**src/rtl/clk_div_sched.sv**
```systemverilog
`default_nettype none
// ============================================================================
// Module   : clk_div_sched
// Purpose  : Run-time programmable 50%-duty clock divider. A new divide ratio
//            arrives over a valid/ready handshake and is held pending until
//            the current divided period ends, so clkout never glitches.
//            Odd ratios combine a posedge phase and a negedge phase. Even
//            ratios use the posedge phase only.
// Revision : 1.0 - initial release
// ----------------------------------------------------------------------------
// Parameters
//   CNT_W        width of divide ratio / period counter (legal ratio 2..2^CNT_W-1)
//   DEFAULT_DIV  ratio loaded at reset (must be within the legal range)
// Ports
//   clk        in   source clock
//   rst        in   asynchronous active-high reset
//   req_valid  in   new ratio request
//   req_div    in   requested ratio
//   run        in   divider enable (present only with CLK_DIV_SCHED_STOP_EN)
//   req_ready  out  scheduler can accept a request
//   busy       out  a ratio change is pending
//   cur_div    out  ratio currently in effect
//   err        out  1-cycle pulse: rejected request (req_div < 2)
//   tick       out  1-cycle pulse: first clk cycle of each divided period
//   clkout     out  divided clock
// Configuration macro
//   CLK_DIV_SCHED_STOP_EN : adds input run. The divider parks low at a period
//                           boundary while run is 0.
// ============================================================================
module clk_div_sched #(
  parameter int CNT_W       = 4,
  parameter int DEFAULT_DIV = 3
) (
  input  logic             clk,
  input  logic             rst,
  input  logic             req_valid,
  input  logic [CNT_W-1:0] req_div,
`ifdef CLK_DIV_SCHED_STOP_EN
  input  logic             run,
`endif
  output logic             req_ready,
  output logic             busy,
  output logic [CNT_W-1:0] cur_div,
  output logic             err,
  output logic             tick,
  output logic             clkout
);

  localparam logic [CNT_W-1:0] ONE      = CNT_W'(1);
  localparam logic [CNT_W-1:0] TWO      = CNT_W'(2);
  localparam logic [CNT_W-1:0] DIV_RST  = CNT_W'(DEFAULT_DIV);
  localparam logic [CNT_W-1:0] CNT_RST  = CNT_W'(DEFAULT_DIV - 1);

  typedef enum logic [0:0] {
    ST_RUN  = 1'b0,
    ST_PEND = 1'b1
  } state_t;

  state_t           state, state_nxt;
  logic [CNT_W-1:0] cnt, cnt_nxt;
  logic [CNT_W-1:0] pend_div, pend_nxt;
  logic [CNT_W-1:0] div_nxt;
  logic             ph_p, ph_p_nxt;
  logic             ph_n;
  logic             tick_nxt;
  logic             boundary;
  logic             apply;
  logic             accept;
  logic             reject;
`ifdef CLK_DIV_SCHED_STOP_EN
  logic             parked, park_nxt;
`endif

  // Number of counter values for which the posedge phase is high: ceil(d/2).
  // One extra bit keeps the result exact for the largest ratio.
  function automatic logic [CNT_W:0] high_len(input logic [CNT_W-1:0] d);
    high_len = ({1'b0, d} + {{CNT_W{1'b0}}, 1'b1}) >> 1;
  endfunction

  // --------------------------------------------------------------------------
  // Next-state / output logic
  // --------------------------------------------------------------------------
  always_comb begin
    state_nxt = state;
    pend_nxt  = pend_div;
    div_nxt   = cur_div;
    cnt_nxt   = cnt + ONE;
    apply     = 1'b0;
    boundary  = (cnt == (cur_div - ONE));
    req_ready = (state == ST_RUN);
    busy      = (state == ST_PEND);
    accept    = req_valid & req_ready & (req_div >= TWO);
    reject    = req_valid & req_ready & (req_div <  TWO);
`ifdef CLK_DIV_SCHED_STOP_EN
    park_nxt  = parked;
    if (parked) begin
      // Hold at the start of a period. Leaving park behaves like a boundary,
      // so a pending ratio takes effect on the very first new period.
      cnt_nxt = '0;
      if (run) begin
        park_nxt = 1'b0;
        apply    = 1'b1;
      end
    end else if (boundary) begin
      cnt_nxt = '0;
      if (run) begin
        apply = 1'b1;
      end else begin
        park_nxt = 1'b1;
      end
    end
`else
    if (boundary) begin
      cnt_nxt = '0;
      apply   = 1'b1;
    end
`endif

    case (state)
      ST_RUN: begin
        if (accept) begin
          pend_nxt  = req_div;
          state_nxt = ST_PEND;
        end
      end
      ST_PEND: begin
        // Requests are not accepted here. req_ready is low, so no err either.
        if (apply) begin
          div_nxt   = pend_div;
          state_nxt = ST_RUN;
        end
      end
      default: state_nxt = ST_RUN;
    endcase

    // Phase and tick are computed from the post-edge counter and ratio, so a
    // ratio switch starts the new period with the new high length.
    tick_nxt = (cnt_nxt == '0);
    ph_p_nxt = ({1'b0, cnt_nxt} < high_len(div_nxt));
`ifdef CLK_DIV_SCHED_STOP_EN
    tick_nxt = tick_nxt & ~park_nxt;
    ph_p_nxt = ph_p_nxt & ~park_nxt;
`endif
  end

  // --------------------------------------------------------------------------
  // Posedge state
  // --------------------------------------------------------------------------
  always_ff @(posedge clk or posedge rst) begin
    if (rst) begin
      state    <= ST_RUN;
      cnt      <= CNT_RST;
      cur_div  <= DIV_RST;
      pend_div <= DIV_RST;
      ph_p     <= 1'b0;
      tick     <= 1'b0;
      err      <= 1'b0;
    end else begin
      state    <= state_nxt;
      cnt      <= cnt_nxt;
      cur_div  <= div_nxt;
      pend_div <= pend_nxt;
      ph_p     <= ph_p_nxt;
      tick     <= tick_nxt;
      err      <= reject;
    end
  end

`ifdef CLK_DIV_SCHED_STOP_EN
  always_ff @(posedge clk or posedge rst) begin
    if (rst) begin
      parked <= 1'b0;
    end else begin
      parked <= park_nxt;
    end
  end
`endif

  // --------------------------------------------------------------------------
  // Negedge phase: ph_p delayed by half a clk period. ph_p is always low in
  // the last counter value of a period, so ph_n is already low when the ratio
  // changes. An odd-to-even switch therefore cannot leave a stale high half.
  // --------------------------------------------------------------------------
  always_ff @(negedge clk or posedge rst) begin
    if (rst) begin
      ph_n <= 1'b0;
    end else begin
      ph_n <= ph_p;
    end
  end

  // Odd ratio: the AND of the two phases trims the high time by half a cycle,
  // giving d/2 clk periods high. Even ratio: ph_p alone is already d/2.
  assign clkout = cur_div[0] ? (ph_p & ph_n) : ph_p;

endmodule
`default_nettype wire

```
**config.mk**
```make
export PLATFORM = sky130hd
export DESIGN_NAME = clk_div_sched
export DESIGN_NICKNAME = d
export VERILOG_FILES = /design/src/rtl/clk_div_sched.sv
export SDC_FILE = /design/constraint.sdc
export NUM_CORES = 1
export LEC_CHECK = 0
export BUFFER_PORTS_ARGS = -buffer_cell sky130_fd_sc_hd__buf_2
export CORE_AREA = 2 2 54 56
export CTS_BUF_LIST = sky130_fd_sc_hd__clkbuf_4 sky130_fd_sc_hd__clkbuf_8
export DETAILED_ROUTE_END_ITERATION = 16
export DIE_AREA = 0 0 56 58
export PLACE_DENSITY = 0.64
export SLEW_MARGIN = 20
export SYNTH_ARGS = -nofsm -noshare
export SYNTH_HDL_FRONTEND = slang
export SYNTH_SLANG_ARGS = --single-unit
export TNS_END_PERCENT = 10
```
**constraint.sdc**
```tcl
create_clock -name clk -period 4.2 [get_ports clk]
set_input_delay 0.42 -clock clk [delete_from_list [all_inputs] [get_ports clk]]
set_output_delay 0.42 -clock clk [all_outputs]
set_load 0.005 [all_outputs]
```
==> flow_summary_export.csv <==
group,metric,value,unit
route,first_pass_iters,4,
placement,dp_hpwl,1500,µm
finish,layout-drive-gt1-share,31.86,%
die,fp.dieW,56,µm
route,drt_wl_total,1954,µm
grt,grt_max_degree,18,
finish,regArea,431.7,µm²
setup_path,crit_type,"reg2out",
timing,drv_slew,0,
power_and_ir_drop,powerDensity,937.4,nW/µm²
clock_network,cts_resized,0,
route,vias,752,
power_and_ir_drop,pwr-share-comb,58.4,%
clock_network,clock_tree.root_cell,"clkbuf_4",
timing,slew_headroom,56.62,%
die,ioPinCount,16,
die,fp.dieArea,3248,µm²
route,routed_via_density,5.222,
yosys,synth_seq_area_share,42.28,%
power_and_ir_drop,ir_worst_vdd,507.6,µV
timing,skew,0.9053,ps
timing,holdWs,118.0,ps
clock_network,numCtsBuffers,3,
die,coreArea,2663,µm²
yosys,yosys_warnings,0,
setup_path,cpPeakStageDelay,330,ps
clock_network,ctsHtreeMaxLevel,1,
finish,final_common_cell,"buf_2",
die,start_util,38.35,%
finish,finalNetCount,127,
power_and_ir_drop,swShare,43.56,%
yosys,synth_area,1021,µm²
yosys,syn_inst,93,
power_and_ir_drop,power_frac_seq,33.0,%
clock_network,clock_sinks,17,
route,remaining_drc_errors,0,
route,drtAntennaViolNets,0,
run,drv_cap,0,
grt,grt_pass1_vias,735,
power_and_ir_drop,p_int,620.3,µW
yosys,syn-num-nets,106,
finish,fill_cells,266,
clock_network,clkLatencyLatePin,290,ps
yosys,synth_cell_types,37,
power_and_ir_drop,total_power,1.099,mW
grt,grt_pass1_wl,3429,µm
clock_network,clk_pin_slew_worst_paths,100,ps
run_status,status,"complete, no violations",
grt,grt_overflow_total,0,
grt,grt_use_total,13.65,%
placement,numPortBuffers,15,
timing,setup_viol,0,
route,drtIter0Drc,11,
clock_network,cts_buffer_depth,2,
yosys,synth_area_per_cell,10.98,µm²
setup_path,cp_slowest_cell,"dfrtn_1",
clock_network,post-cts-setup-buffers,0,
hold_path,min_path_type,"in2async",
route,wl_per_cell,13.57,µm
clock_network,cts_hold_buf,0,
timing,grt_setup_unrepaired,"false",
power_and_ir_drop,clkPwrFrac,8.6,%
power_and_ir_drop,power_switching,478.7,µW
finish,syn_to_final_growth,14.83,%
die,core.rowCount,19,
finish,multi_input_area,570.5,µm²
timing,hold_viol,0,
grt,antenna_found_initial,0,
clock_network,cts_tree,"built",
finish,antenna_cells,0,
timing,worstMarginPinSlew,645.2,ps
die,die_h,58,µm
setup_path,worstPathRequired,3780,ps
setup_path,cp_cell_sequence,"o21a_1 > buf_2",
finish,final_cell_mix,"15 x buf_2, 11 x dfrtp_1, 9 x nand2_1, 6 x ha_1",
placement,place.gp.congestion,0.8617,
setup_path,critPathLaunchType,"register",
yosys,synth-seq-cells,17,
setup_path,path_max_fanout,1,
setup_path,crit_arrival,3000,ps
power_and_ir_drop,p_leak,0.5483,nW
timing,tns,0,ps
setup_path,end_kind,"output port",
[Yosys cell counts]
library cell | count | area share (%)
a21oi_1 | 3 | 1.5
or2b_1 | 1 | 0.74
nor4_1 | 2 | 1.2
dfrtp_1 | 11 | 27
nand4_1 | 1 | 0.61
dfrtn_1 | 1 | 2.5
dfstp_2 | 5 | 13
xor2_1 | 3 | 2.6
a31o_2 | 1 | 0.86
a32oi_1 | 1 | 0.86
a311oi_1 | 1 | 0.86
a31oi_1 | 1 | 0.61
nor2_1 | 5 | 1.8
o21a_1 | 1 | 0.74
xnor3_1 | 1 | 2.2
nand3_4 | 1 | 1.7
xnor2_2 | 1 | 1.6
nor3_2 | 1 | 0.98
nand3b_1 | 1 | 0.74
nand3_1 | 4 | 2.0
a22o_1 | 2 | 1.7
nor4b_1 | 1 | 0.86
o31a_1 | 1 | 0.86
ha_1 | 6 | 7.4
o21ai_0 | 4 | 2.0
xor2_2 | 1 | 1.6
o31ai_1 | 1 | 0.74
and3_4 | 1 | 1.1
inv_1 | 5 | 1.8
o211ai_1 | 1 | 0.74
nand2_1 | 9 | 3.3
mux2_4 | 3 | 4.4
mux2_2 | 2 | 2.2
nand2b_1 | 2 | 1.2
xnor2_1 | 4 | 3.4
mux2i_1 | 1 | 0.98
nor2b_1 | 3 | 1.8
[flip-flops by register name (all words and copies together) (netlist names)]
register,flops
tick,1
busy,1
err,1
pend_div,4
ph_n,1
cur_div,4
cnt,4
ph_p,1
[through the flow]
step	setup WS (ps)	cell area (µm²)	std cells	util [%]
2_1_floorplan	1180	1021	93	-
3_3_place_gp	979.7	1142	140	42.90
3_5_place_dp	898.3	1142	140	42.90
4_1_cts	770.5	1172	144	44.03
5_1_grt	669.5	1172	144	44.03
6_report	779.9	1172	144	44.03
[critical path, delay by kind of cell (launching register included)]
kind	cells	cell delay, ps
AO/OA/AOI/OAI	1	160
flip-flops	1	330
buffers and inverters	1	120
[cell type report]
cell class / instances / share of cell area [%]
Timing Repair Buffer: 16 / 7.044
Sequential cell: 17 / 36.82
Inverter: 5 / 1.601
Multi-Input combinational cell: 71 / 48.67
Tap cell: 31 / 3.308
Clock buffer: 4 / 2.561
[metal layers]
layer,wire length [µm],part of all wire [%],track usage (%)
met1,890,46,17.95
met4,37,1.9,7.483
met3,37,1.9,1.563
met2,988,51,22.18
met5,0,0,0
[cell families after synthesis]
| group | after synthesis | share of synthesized area (%) |
|---|---|---|
| adders and majority gates | 6 | 7.353 |
| muxes | 6 | 7.598 |
| and+or+nand+nor | 32 | 18.14 |
| xor gates and xnor gates | 10 | 11.40 |
| DFF | 17 | 42.28 |
| AOI/OAI and AO/OA | 17 | 11.40 |
| buffers and inverters | 5 | 1.838 |
[final timing paths]
check,depth (start not counted),slack [ps],endpoint,from
worst min-delay path,3,120,tick,rst
worst min register to register,2,490,pend_div[0],pend_div[0]
worst max-delay path,2,780,clkout,ph_n
worst max register to register,13,880,ph_p,cur_div[0]
min in group clk,3,310,pend_div[0],req_div[0]
max in group asynchronous,3,1880,ph_n,rst
[power by group through the flow]
stage                     sequential (mW)  clock [mW]  combinational [mW]
after floorplan                     0.340           0               0.513
after global placement              0.362           0               0.622
after detailed placement            0.367           0               0.645
after CTS                           0.363      0.0971               0.649
after global routing                0.377       0.105               0.727
final                               0.362      0.0945               0.642
Note: power is estimated with default switching activity, not from simulation.
